File: src/rtl/fifo_ctrl_pkg.sv
// Shared types and helpers for the SDMAC FIFO write-side controller:
// FSM state encoding, request size codes and byte-offset arithmetic.
package fifo_ctrl_pkg;

  localparam int DEPTH_DEF = 8;
  localparam int PTR_W_DEF = 3;

  typedef enum logic [1:0] {
    IDLE     = 2'd0,
    WRITE    = 2'd1,
    FLUSH_ST = 2'd2
  } state_e;

  typedef enum logic [1:0] {
    SZ_BYTE = 2'd0,
    SZ_WORD = 2'd1,
    SZ_LONG = 2'd2
  } size_e;

  // Offset advance in bytes; bit 2 of {0,BO}+inc flags a longword wrap.
  function automatic logic [2:0] bo_inc(input size_e sz);
    case (sz)
      SZ_BYTE: return 3'd1;
      SZ_WORD: return 3'd2;
      default: return 3'd4;
    endcase
  endfunction

  function automatic logic is_aligned(input size_e sz, input logic [1:0] bo);
    case (sz)
      SZ_BYTE: return 1'b1;
      SZ_WORD: return ~bo[0];
      default: return (bo == 2'b00);
    endcase
  endfunction

endpackage

File: src/rtl/fifo_occupancy.sv
// Drain-side bookkeeping: read pointer, completed-longword count and
// full/empty flags. A POP while empty is ignored.
module fifo_occupancy
  import fifo_ctrl_pkg::*;
#(
  parameter int DEPTH = DEPTH_DEF,
  parameter int PTR_W = PTR_W_DEF
) (
  input  logic             clk,
  input  logic             rst_n,
  input  logic             complete,
  input  logic             pop,
  output logic [PTR_W-1:0] rd_ptr,
  output logic [PTR_W:0]   count,
  output logic             full,
  output logic             empty
);

  localparam logic [PTR_W-1:0] PTR_ONE  = (PTR_W)'(1);
  localparam logic [PTR_W:0]   CNT_ONE  = (PTR_W+1)'(1);
  localparam logic [PTR_W:0]   CNT_FULL = (PTR_W+1)'(DEPTH);

  logic [PTR_W-1:0] rd_ptr_q;
  logic [PTR_W:0]   count_q;
  logic             pop_ok;

  assign pop_ok = pop && (count_q != '0);

  always_ff @(posedge clk or negedge rst_n) begin
    if (!rst_n) begin
      rd_ptr_q <= '0;
      count_q  <= '0;
    end else begin
      if (pop_ok) rd_ptr_q <= rd_ptr_q + PTR_ONE;
      // A completion and a pop in the same cycle cancel out.
      case ({complete, pop_ok})
        2'b10:   count_q <= count_q + CNT_ONE;
        2'b01:   count_q <= count_q - CNT_ONE;
        default: count_q <= count_q;
      endcase
    end
  end

  assign rd_ptr = rd_ptr_q;
  assign count  = count_q;
  assign full   = (count_q == CNT_FULL);
  assign empty  = (count_q == '0);

endmodule

File: src/rtl/fifo_write_ctrl.sv
// Write-side sequencer for the SDMAC 8-longword FIFO, feeding fifo_write_strobes.
// Optional FIFO_WR_ALIGN_ERR_EN adds an ALIGN_ERR pulse on misaligned requests.
module fifo_write_ctrl
  import fifo_ctrl_pkg::*;
#(
  parameter int DEPTH = DEPTH_DEF,
  parameter int PTR_W = PTR_W_DEF
) (
  input  logic             CLK,
  input  logic             _RST,
  input  logic             BREQ,
  input  logic             WREQ,
  input  logic             LREQ,
  input  logic             FLUSH,
  input  logic             POP,
  output logic             ACK,
  output logic             FLUSHED,
  output logic             BO1,
  output logic             BO0,
  output logic             LHWORD,
  output logic             LLWORD,
  output logic             LBYTE_,
  output logic [PTR_W-1:0] WR_PTR,
  output logic [PTR_W-1:0] RD_PTR,
  output logic             FIFOFULL,
  output logic             FIFOEMPTY,
`ifdef FIFO_WR_ALIGN_ERR_EN
  output logic             ALIGN_ERR,
`endif
  output logic [PTR_W:0]   COUNT
);

  localparam logic [PTR_W-1:0] PTR_ONE = (PTR_W)'(1);

  state_e           state_q, state_d;
  size_e            size_q, size_d;
  logic             aligned_q, aligned_d;
  logic [1:0]       bo_q;
  logic [PTR_W-1:0] wr_ptr_q;
  logic             ack_d, flushed_d, lh_d, ll_d, lb_d;
  logic             ack_q, flushed_q, lh_q, ll_q, lbyte_n_q;
  logic [2:0]       bo_sum;
  logic             write_done, flush_done, complete, full, empty;

  always_ff @(posedge CLK or negedge _RST) begin
    if (!_RST) begin
      state_q   <= IDLE;
      size_q    <= SZ_BYTE;
      aligned_q <= 1'b0;
    end else begin
      state_q   <= state_d;
      size_q    <= size_d;
      aligned_q <= aligned_d;
    end
  end

  always_comb begin
    state_d   = state_q;
    size_d    = size_q;
    aligned_d = aligned_q;
    ack_d     = 1'b0;
    flushed_d = 1'b0;
    lh_d      = 1'b0;
    ll_d      = 1'b0;
    lb_d      = 1'b0;
    case (state_q)
      IDLE: begin
        if (FLUSH) begin
          state_d   = FLUSH_ST;
          flushed_d = 1'b1;
        end else if ((LREQ || WREQ || BREQ) && !full) begin
          state_d = WRITE;
          ack_d   = 1'b1;
          if (LREQ)      size_d = SZ_LONG;
          else if (WREQ) size_d = SZ_WORD;
          else           size_d = SZ_BYTE;
          aligned_d = is_aligned(size_d, bo_q);
          // Strobes are decided here so they are registered for the WRITE cycle.
          if (aligned_d) begin
            case (size_d)
              SZ_BYTE: lb_d = 1'b1;
              SZ_WORD: begin
                lh_d = ~bo_q[1];
                ll_d = bo_q[1];
              end
              default: begin
                lh_d = 1'b1;
                ll_d = 1'b1;
              end
            endcase
          end
        end
      end
      default: state_d = IDLE;
    endcase
  end

  always_ff @(posedge CLK or negedge _RST) begin
    if (!_RST) begin
      ack_q     <= 1'b0;
      flushed_q <= 1'b0;
      lh_q      <= 1'b0;
      ll_q      <= 1'b0;
      lbyte_n_q <= 1'b1;
    end else begin
      ack_q     <= ack_d;
      flushed_q <= flushed_d;
      lh_q      <= lh_d;
      ll_q      <= ll_d;
      lbyte_n_q <= ~lb_d;
    end
  end

  // BO and WR_PTR move only at the end of WRITE/FLUSH_ST.
  assign bo_sum     = {1'b0, bo_q} + bo_inc(size_q);
  assign write_done = (state_q == WRITE) && aligned_q;
  assign flush_done = (state_q == FLUSH_ST) && (bo_q != 2'b00);
  assign complete   = (write_done && bo_sum[2]) || flush_done;

  always_ff @(posedge CLK or negedge _RST) begin
    if (!_RST) begin
      bo_q     <= 2'b00;
      wr_ptr_q <= '0;
    end else begin
      if (write_done)      bo_q <= bo_sum[1:0];
      else if (flush_done) bo_q <= 2'b00;
      if (complete) wr_ptr_q <= wr_ptr_q + PTR_ONE;
    end
  end

`ifdef FIFO_WR_ALIGN_ERR_EN
  logic align_err_q;

  always_ff @(posedge CLK or negedge _RST) begin
    if (!_RST) align_err_q <= 1'b0;
    else       align_err_q <= ack_d && !aligned_d;
  end

  assign ALIGN_ERR = align_err_q;
`endif

  fifo_occupancy #(
    .DEPTH (DEPTH),
    .PTR_W (PTR_W)
  ) u_occupancy (
    .clk      (CLK),
    .rst_n    (_RST),
    .complete (complete),
    .pop      (POP),
    .rd_ptr   (RD_PTR),
    .count    (COUNT),
    .full     (full),
    .empty    (empty)
  );

  assign ACK       = ack_q;
  assign FLUSHED   = flushed_q;
  assign BO1       = bo_q[1];
  assign BO0       = bo_q[0];
  assign LHWORD    = lh_q;
  assign LLWORD    = ll_q;
  assign LBYTE_    = lbyte_n_q;
  assign WR_PTR    = wr_ptr_q;
  assign FIFOFULL  = full;
  assign FIFOEMPTY = empty;

endmodule

File: config.mk
export PLATFORM = sky130hd
export DESIGN_NAME = fifo_write_ctrl
export DESIGN_NICKNAME = d
export VERILOG_FILES = /design/src/rtl/fifo_ctrl_pkg.sv /design/src/rtl/fifo_occupancy.sv /design/src/rtl/fifo_write_ctrl.sv
export SDC_FILE = /design/constraint.sdc
export NUM_CORES = 1
export LEC_CHECK = 0
export BUFFER_PORTS_ARGS = -buffer_cell sky130_fd_sc_hd__buf_2
export CELL_PAD_IN_SITES_DETAIL_PLACEMENT = 0
export CELL_PAD_IN_SITES_GLOBAL_PLACEMENT = 1
export CORE_ASPECT_RATIO = 1.25
export CORE_MARGIN = 5
export CORE_UTILIZATION = 41
export DETAILED_ROUTE_END_ITERATION = 8
export PLACE_DENSITY = 0.82
export SLEW_MARGIN = 5
export SYNTH_ARGS = -nofsm -noshare
export SYNTH_HDL_FRONTEND = slang
export SYNTH_HIERARCHICAL = 1
export SYNTH_SLANG_ARGS = --single-unit
File: constraint.sdc
create_clock -name CLK -period 3.8 [get_ports CLK]
set_input_delay 0.19 -clock CLK [delete_from_list [all_inputs] [get_ports CLK]]
set_output_delay 0.19 -clock CLK [all_outputs]
set_load 0.02 [all_outputs]
==> results by stage, run 1 <==
Outcome:
- The run finished with clean final reports.

Critical path:
- The required time of the critical path is 3990 ps.
- STA classifies the critical path endpoint as a flip-flop.
- The category of the worst setup path launch point is a flip-flop.
- The maximum fanout count along the critical path is 9.
- The setup path with the least slack is of type flip-flop to flip-flop.
- In this run the worst setup path begins at bo_q[0].
- The register-to-register setup slack is 590 ps.
- The origin of the critical flop-to-flop path is bo_q[0].
- STA puts the critical path data arrival time at 3400 ps.

Cells and area:
- The area growth from synthesis to final layout is 13.7%.
- Across the whole layout, storage elements account for 552 um^2.
- In the final layout, the multi-input gates occupy 601 um^2.
- Fill cells in the final layout number 292.
- The number of antenna repair diodes is 0.
- The fraction of final layout cells with drive strength greater than 1 is 28.7%.
- The total number of nets in the final design is roughly 150.

Synth:
- The Yosys step of the flow raised 6 warnings.
- The share of synthesized registers carrying an async set or reset is 100%.
- The number of nets in the synthesized netlist is approximately 130.
- The commonest register cell after synthesis is sky130_fd_sc_hd__dfrtp_1.
- Sorting the synthesized cells by how often they occur yields sky130_fd_sc_hd__dfrtp_1 (21), sky130_fd_sc_hd__nand2_1 (11).
- The share of the Yosys chip area taken by registers is 45.0%.
- The number of unique standard cell types used by synthesis is 38.
- A synthesized cell averages 11.1 um^2.
- The count of flip-flops with a built-in enable after synthesis is 0.
- After synthesis the cells add up to 1230 um^2.
- Among all cell types in the netlist, the one instantiated most often is sky130_fd_sc_hd__dfrtp_1.
- The cell taking the most area after synthesis is sky130_fd_sc_hd__dfrtp_1.
- Synthesis produced a netlist whose cell count is around 110.
- Ranked by total cell area, the synthesized netlist is headed by sky130_fd_sc_hd__dfrtp_1 (43%), sky130_fd_sc_hd__ha_1 (6.1%), sky130_fd_sc_hd__buf_6 (3.7%), sky130_fd_sc_hd__nand2_1 (3.4%), sky130_fd_sc_hd__fa_1 (3.3%).
- The flip-flop and latch count after synthesis is 22.
- The synthesized design devotes to its leading area cell type 42.8% of total area.

Place:
- The total half-perimeter wirelength after legalization and detailed placement is approximately 1800 um.
- The congestion estimate from routability-driven global placement came to 0.730.
- The pre-CTS worst setup slack is 566 ps.
- The number of I/O port buffers is 25.

Route:
- Dividing the detail-routed via count by the number of cells gives 5.35.
- The final layout contains routed wiring with a total length of 2340 um.
- The highest metal layer carrying signal wires in the routed design is met4.
- After detailed routing, the average wire length per cell comes to around 14 um.
- The detailed router placed 920 vias in this run.
- The length of routed met3 wiring is 144 um.
- Once detail routing completed, the nets flagged for antenna violations numbered 0.
- In the routed design, unresolved DRC markers number 0.
- In the final routing, the length of wire on met1 measures 1000 um.
- The detailed router finished its first iteration with 15 violations.
- The routed length on met2 is 1160 um.
- The first-pass iteration count of the detailed router is 4.

Timing:
- The number of hold-slack violations in the final timing report is 0.
- The headroom to the max-slew limit is 53.5%.
- The number of pins exceeding their max-slew limit in the final report is 0.
- The clock arrives with 2.35 ps of skew.
- Derived from the worst setup path, the maximum achievable clock frequency is 0.311 GHz.
- The clock period minus worst slack is 3210 ps.
- The portion of the clock cycle consumed by the worst path in the final layout is 84.5%.
- The final count of negative-setup-slack endpoints is 0.
- The setup TNS is 0 ps.
- Setup repair after global routing left no endpoint under its margin.
- The actual transition at the worst max-transition pin is 688 ps.
- The final worst setup slack is 588 ps.

Power and ir drop:
- The analysis attributes to net switching a power of 540 uW.
- Net switching is 45.6% of the power.
- The clock network burns 10.6% of the power.
- The ratio of total power to cell area is approximately 850 nW/um^2.
- The part of the total power dissipated in combinational logic is 50.4%.
- The total internal power is 645 uW.
- The leakage power total is ~0.00064 uW.
- Of the total power, registers draw around 39%.
- IR analysis of the VDD net gives a maximum drop of around 0.43 mV.

Clocking:
- The insertion delay to the later sink of the worst-skew pair is 300 ps.
- The TritonCTS clock tree is yes.
- The number of setup buffers added after CTS is 0.
- TritonCTS created 3 clock buffers.
- The root buffer selected by CTS is sky130_fd_sc_hd__clkbuf_4.
- The post-cts sizing count is 0.
- The clock passes through at most 2 buffers.
- The clock edge transition at the registers on the reported setup and hold paths is 120 ps.
- The deepest level of the CTS H-tree is 1.
- The number of sinks driven by the clock tree is 22.

Floorplan:
- Pin placement for this block handled 26 I/O pins.
- Measured along the x axis, the die boundary spans 58.9 um.
- The number of cell rows is 22.
- The region available for standard cell placement spans 2920 um^2.
- The floorplan step defined a die boundary enclosing around 4200 um^2.
- The die boundary height is 71.2 um.
- The initial cell density of the core is between 40 and 50%.

GRT:
- The overflow left after global routing is 0.
- In the global route stage, overall resource usage came out at 12.4%.
- The number of global-route vias before repair is 872.
- The global-route wire length before repair is between 4000 and 5000 um.
- The initial antenna violation count came to 0.
- The maximum number of pins on one net before global-route repair is 23.

Hold path:
- In this run the most critical hold path is launched from BREQ.
- The min-delay analysis places its worst path in the category primary input to flip-flop.

Flow run:
- The tool flagged a number of max-cap violations equal to 0.
-- per-stage QoR --
step | cell area, um^2 | total power [uW] | instances | hold slack, ps | util, %
global route | 1400 | 1300 | 172 | 100 | 47.8
global placement | 1350 | 1050 | 167 | 179 | 46.2
floorplan | 1230 | 923 | 111 | -106 | -
detailed placement | 1350 | 1070 | 167 | 182 | 46.2
finish | 1400 | 1190 | 172 | 106 | 47.8
CTS | 1400 | 1200 | 172 | 95.2 | 47.8
-- worst max-delay path, cell delays in order, from the launching register on --
cell,delay (ps)
sky130_fd_sc_hd__dfrtp_1,470
sky130_fd_sc_hd__ha_1,240
sky130_fd_sc_hd__fa_1,370
sky130_fd_sc_hd__xnor2_1,170
sky130_fd_sc_hd__o32ai_2,360
sky130_fd_sc_hd__inv_1,80
sky130_fd_sc_hd__ha_1,300
sky130_fd_sc_hd__ha_1,370
sky130_fd_sc_hd__or4b_1,510
sky130_fd_sc_hd__o311ai_0,110
sky130_fd_sc_hd__o211ai_1,120
-- kinds of logic after synthesis --
group	after synthesis	share of synthesized area (%)
AO/OA/AOI/OAI	22	14.4
XOR/XNOR	7	5.00
adder cells (fa/ha/maj)	8	9.38
buffers and inverters	12	6.12
flip-flops	22	45.0
multiplexers	3	2.65
AND/OR/NAND/NOR	37	17.5
-- worst paths after layout --
path                                          to  depth (start not counted)
setup / recovery            u_occupancy/count[3]                         10
hold / removal                            LBYTE_                          2
setup reg to reg            u_occupancy/count[3]                         10
hold reg to reg            u_occupancy/rd_ptr[2]                          1
max in group asynchronous                 LBYTE_                          2
min in group asynchronous              WR_PTR[2]                          2
-- flip-flops by register name, indices dropped and copies added (netlist names) --
| register | flops |
|---|---|
| u_occupancy/count | 4 |
| WR_PTR | 3 |
| u_occupancy/rd_ptr | 3 |
| bo_q | 2 |
| size_q | 2 |
| state_q | 2 |
| ACK | 1 |
| FLUSHED | 1 |
| LBYTE_ | 1 |
| LHWORD | 1 |
| LLWORD | 1 |
| aligned_q | 1 |
-- final cells by class --
class / instances / share of cell area (%)
inverter: 7 / 1.88
multi-input combinational: 77 / 43.0
tap: 36 / 3.23
sequential: 22 / 39.6
timing repair buffer: 26 / 9.69
clock buffer: 4 / 2.60
-- power by group through the flow --
stage | clock network, uW | logic [uW] | registers, uW
finish | 126 | 597 | 462
detailed placement | 0 | 603 | 470
global placement | 0 | 589 | 463
CTS | 132 | 607 | 464
global route | 138 | 678 | 484
floorplan | 0 | 403 | 520
-- routing by layer --
metal,vias up,track usage [%]
met5,-,0
met3,2,1.82
met2,25,19.7
met1,445,15.9
met4,0,6.80
li1,448,-
-- layout by cell type, fill, tap and decap left out, types with 2 or more instances in the layout --
master and n:
sky130_fd_sc_hd__a22o_2 2, sky130_fd_sc_hd__dfrtp_1 21, sky130_fd_sc_hd__o21ai_0 3, sky130_fd_sc_hd__ha_1 6, sky130_fd_sc_hd__clkbuf_4 3, sky130_fd_sc_hd__nor3_1 2, sky130_fd_sc_hd__nor3b_1 5, sky130_fd_sc_hd__a21oi_1 6
sky130_fd_sc_hd__inv_1 6, sky130_fd_sc_hd__xnor2_1 4, sky130_fd_sc_hd__nor4_2 2, sky130_fd_sc_hd__nor2_1 6, sky130_fd_sc_hd__nor2b_1 2, sky130_fd_sc_hd__fa_1 2, sky130_fd_sc_hd__nand3_1 3, sky130_fd_sc_hd__nand2_1 11
sky130_fd_sc_hd__xor2_1 3, sky130_fd_sc_hd__buf_2 25, sky130_fd_sc_hd__o21ai_1 3
-- what timing repair did --
item                                    in CTS  in global routing
endpoints found under the setup margin       0                  0
hold buffers                                 1                  0
endpoints found under the hold margin       21                  0
Power figures use the tool's default switching activity.
==> run 2: changes to the inputs <==
ABC_AREA = 1   (was not set)
CORE_UTILIZATION = 36   (was 41)
PLACE_DENSITY = 0.8   (was 0.82)
clock period = 2.7 ns   (was 3.8 ns; I/O delays follow)
==> run 2 against run 1 <==
  * First-iteration DRC count rose by 100%
  * Core utilization fell by 2.1 points
  * Synthesized area fell by 0.61%
  * Combinational power rose by 54%
  * Sequential power rose by 25%
  * Worst setup slack got worse by 380 ps
  * Count of clock-buffer cells in the layout did not move
  * Critical path depth rose by 6
  * Maximum frequency rose by 29%
  * Synthesized cell count rose by 24%
  * Register-to-register slack got worse by 380 ps
  * Largest cell class unchanged
  * Largest power group unchanged
==> results by stage, run 2 <==
Outcome:
- The run finished with clean final reports.

Critical path:
- The required time of the critical path is 2860 ps (-1130 ps).
- The kind of critical path is flip-flop to flip-flop.
- The worst setup path is launched from a flip-flop.
- STA classifies the critical path endpoint as a flip-flop.
- The maximum fanout count along the critical path came to 4 (-5).
- The critical path data arrival time is 2650 ps (-750 ps).

Floorplan:
- The die area is 4660 um^2 (+11%).
- The core outline area was 3250 um^2 (+11%).
- The initial cell density of the core is 37.5% (-4.6 points).
- The top-level port count came to 26 (unchanged).
- The number of cell rows is 23 (+4.5%).
- The horizontal extent of the die is 62.1 um (+5.3%).
- The die boundary height is 75.1 um (+5.5%).

GRT:
- The overflow left after global routing is 0 (unchanged).
- The global-route wire length before repair came to 4060 um (+0.17%).
- In this run the most used layer during global routing was met2.
- The routing usage on met2 is 20.2% (+0.51 points).
- The maximum number of pins on one net before global-route repair was 23 (unchanged).
- The initial antenna violation count is 0 (unchanged).
- The met1 global-route usage came to 14.1% (-1.8 points).
- The number of global-route vias before repair was 943 (+8.1%).
- The aggregate global-route resource usage is 11.7% (-0.65 points).
- The met3 global-route usage is 2.06% (+0.23 points).

Cells and area:
- The number of flip-flops in the largest register is 4 (unchanged).
- The fill cell instance count of the final layout is 337 (+15%).
- The total number of nets in the final design is 187 (+23%).
- The number of antenna repair diodes is 0 (unchanged).
- The fraction of final layout cells with drive strength greater than 1 is 36.8% (+8.2 points).
- The commonest non-fill, non-tap cell in the layout is sky130_fd_sc_hd__nand2_1.
- The final standard cell count with taps included and fillers excluded is 208 (+21%).
- Compared with the post-synthesis result, the final layout area differs by 21.7%.
- Leaving out fill and tap cells, the most frequent cells in the layout are sky130_fd_sc_hd__nand2_1 (30), sky130_fd_sc_hd__buf_2 (25), sky130_fd_sc_hd__dfrtp_1 (20).

Clocking:
- The insertion delay to the later sink of the worst-skew pair is 260 ps (-40 ps).
- The clock edge transition at the registers on the reported setup and hold paths is 80 ps (-40 ps).
- The number of sinks driven by the clock tree came to 22 (unchanged).
- The clock buffer count from CTS is 3 (unchanged).
- The TritonCTS clock tree is yes.
- In this run the clock root is driven by a sky130_fd_sc_hd__clkbuf_8.
- The deepest level of the CTS H-tree is 1 (unchanged).
- The maximum clock insertion buffer count was 2 (unchanged).

Power and ir drop:
- The ratio of total power to cell area is 1150 nW/um^2 (+36%).
- The peak supply drop is 0.547 mV (+26%).
- The total power after layout is 1710 uW (+44%).
- The total internal power is 929 uW (+44%).
- The fraction of power spent switching nets is 45.7% (+0.17 points).
- The share of power burned in the clock network is 12.4% (+1.8 points).
- The leakage power total is 0.000827 uW (+28%).
- The switching power is 783 uW (+45%).
- The relative contribution of sequential cells to total power was 33.8% (-5.2 points).
- The part of the total power dissipated in combinational logic is 53.8% (+3.4 points).

Route:
- The via density per instance is 4.60 (-14%).
- The first-pass iteration count of the detailed router was 4 (unchanged).
- The mean routed wirelength per cell came to 11.3 um (-17%).
- The detailed-route DRC error count was 0 (unchanged).
- The vias after detailed routing is 957 (+4.0%).
- The overall routed net length came to 2350 um (+0.73%).
- The count of antenna-violating nets left after detailed routing is 0 (unchanged).
- The violation count after the first detailed-route iteration was 30 (+15).

Synth:
- The total of warnings raised by yosys came to 6 (unchanged).
- The number of unique standard cell types used by synthesis is 25 (-34%).
- Among all cell types in the netlist, the one instantiated most often is sky130_fd_sc_hd__nand2_1.
- The per-instance average area after synthesis is 8.84 um^2 (-20%).
- Sorting the synthesized cells by how often they occur yields sky130_fd_sc_hd__nand2_1 (30), sky130_fd_sc_hd__dfrtp_1 (21), sky130_fd_sc_hd__inv_1 (18).
- The sequential element share of the synthesized area is 45.2% (+0.28 points).
- By area the synthesized netlist is led by sky130_fd_sc_hd__dfrtp_1 (43%), sky130_fd_sc_hd__nand2_1 (9.2%), sky130_fd_sc_hd__ha_1 (6.2%), sky130_fd_sc_hd__inv_1 (5.5%), sky130_fd_sc_hd__nand2_2 (5.1%).
- The share of synthesized registers carrying an async set or reset is 100% (unchanged).
- The commonest register cell after synthesis is sky130_fd_sc_hd__dfrtp_1.
- The post-synthesis instance area came to 1220 um^2 (-0.61%).
- The total nets after synthesis came to 153 (+21%).
- The number of instances in the synthesized netlist came to 138 (+24%).
- The share of the synthesized area in the top cell type is 43.1% (+0.26 points).
- The count of flip-flops with a built-in enable after synthesis was 0 (unchanged).
- The flip-flop and latch count after synthesis was 22 (unchanged).
- The cell taking the most area after synthesis is sky130_fd_sc_hd__dfrtp_1.

Place:
- The cell count after placement is 200 (+20%).
- The number of I/O port buffers is 25 (unchanged).
- The final estimated routing congestion in global placement is 0.797 (+9.1%).
- The pre-CTS worst setup slack is -7.86 ps (-574 ps).
- The total half-perimeter wirelength after legalization and detailed placement is 1870 um (+3.8%).

Timing:
- The number of hold-slack violations in the final timing report is 0 (unchanged).
- The final count of negative-setup-slack endpoints is 0 (unchanged).
- The top achievable clock speed was 0.402 GHz (+29%).
- The portion of the clock cycle consumed by the worst path in the final layout is 92.2% (+7.7 points).
- The largest clock skew in the final design came to 7.54 ps (+5.18 ps).
- The number of pins exceeding their max-slew limit in the final report is 0 (unchanged).
- The actual transition at the worst max-transition pin came to 495 ps (-192 ps).
- The headroom to the max-slew limit is 67.0% (+13 points).
- The clock period minus worst slack came to 2490 ps (-723 ps).
- The final worst setup slack is 211 ps (-377 ps).
- Setup repair after global routing left no endpoint under its margin.

Flow run:
- The number of maximum-capacitance constraint violations is 0 (unchanged).

Hold path:
- The type of the tightest min-delay check is primary input to flip-flop.
[run 2: changes by cell type in the layout (fill, tap and decap cells not counted), moves of 5 or more]
| cell | before | now |
|---|---|---|
| sky130_fd_sc_hd__nand3_1 | 3 | 10 |
| sky130_fd_sc_hd__nor3b_1 | 5 | 0 |
| sky130_fd_sc_hd__inv_1 | 6 | 18 |
| sky130_fd_sc_hd__nand2_1 | 11 | 30 |
| sky130_fd_sc_hd__a21oi_1 | 6 | 1 |
| sky130_fd_sc_hd__inv_2 | 1 | 7 |
| sky130_fd_sc_hd__nand2_2 | 0 | 10 |
[run 2: cells by family after synthesis]
kind of cell / Yosys count / share of synthesized area (%)
fa+ha+maj: 8 / 9.44
compound gates: 8 / 3.90
flops: 22 / 45.2
simple gates: 69 / 29.2
buf+inv: 26 / 8.00
xor+xnor: 5 / 4.21
[run 2: cell type report]
cell class                 instances  area, um^2  area share [%]
clock buffer                       4        45.0            3.03
inverter                          26        97.6            6.57
multi-input combinational         90         586            39.4
sequential                        22         553            37.2
tap                               37        46.3            3.12
timing repair buffer              29         158            10.6
[run 2: routing by layer]
metal | routed length, um | vias to the layer above | share of wire (%)
li1 | - | 484 | -
met1 | 996 | 447 | 42
met2 | 1210 | 21 | 51
met3 | 112 | 5 | 4.8
met4 | 38 | 0 | 1.6
met5 | 0 | - | 0
[run 2: path summary, 6_finish.rpt]
kind,cells after the start,slack [ps],startpoint,to
worst max register to register,16,210,size_q[1],u_occupancy/count[3]
worst min-delay path,3,130,LREQ,LBYTE_
worst max-delay path,16,210,size_q[1],u_occupancy/count[3]
max in group asynchronous,2,1980,_RST,LBYTE_
min in group asynchronous,2,360,_RST,WR_PTR[1]
worst min register to register,2,480,aligned_q,aligned_q
[run 2: timing repair]
| item | CTS | global route |
|---|---|---|
| gates resized for setup | 1 | 2 |
| endpoints found under the hold margin | 21 | 0 |
| hold buffers | 1 | 0 |
| buffers inserted | 0 | 3 |
| endpoints found under the setup margin | 1 | 3 |
[run 2: power groups by stage]
stage	Combinational (uW)	Sequential, uW	Clock, uW
floorplan	539	683	0
global placement	850	584	0
detailed placement	876	594	0
CTS	883	588	217
global route	1050	596	238
finish	921	578	213
[run 2: per-stage QoR]
stage / hold slack [ps] / utilization [%] / cell area (um^2) / setup TNS, ps
3_5_place_dp: 134 / 42.8 / 1390 / -7.86
5_1_grt: 138 / 45.7 / 1490 / 0
2_1_floorplan: -161 / - / 1220 / 0
3_3_place_gp: 124 / 42.8 / 1390 / 0
4_1_cts: 125 / 44.5 / 1450 / 0
6_report: 127 / 45.7 / 1490 / 0
[run 2: critical path, stage by stage (launching register included)]
cell	delay, ps
sky130_fd_sc_hd__dfrtp_2	400
sky130_fd_sc_hd__nor2_1	60
sky130_fd_sc_hd__ha_1	200
sky130_fd_sc_hd__fa_2	360
sky130_fd_sc_hd__nand2_1	100
sky130_fd_sc_hd__clkinv_1	60
sky130_fd_sc_hd__nor2_1	100
sky130_fd_sc_hd__nand2_2	80
sky130_fd_sc_hd__nand2_1	60
sky130_fd_sc_hd__inv_1	40
sky130_fd_sc_hd__ha_1	250
sky130_fd_sc_hd__ha_4	240
sky130_fd_sc_hd__or2_1	220
sky130_fd_sc_hd__nand2_1	80
sky130_fd_sc_hd__nand2_1	50
sky130_fd_sc_hd__nand3_1	60
sky130_fd_sc_hd__nand2_1	50
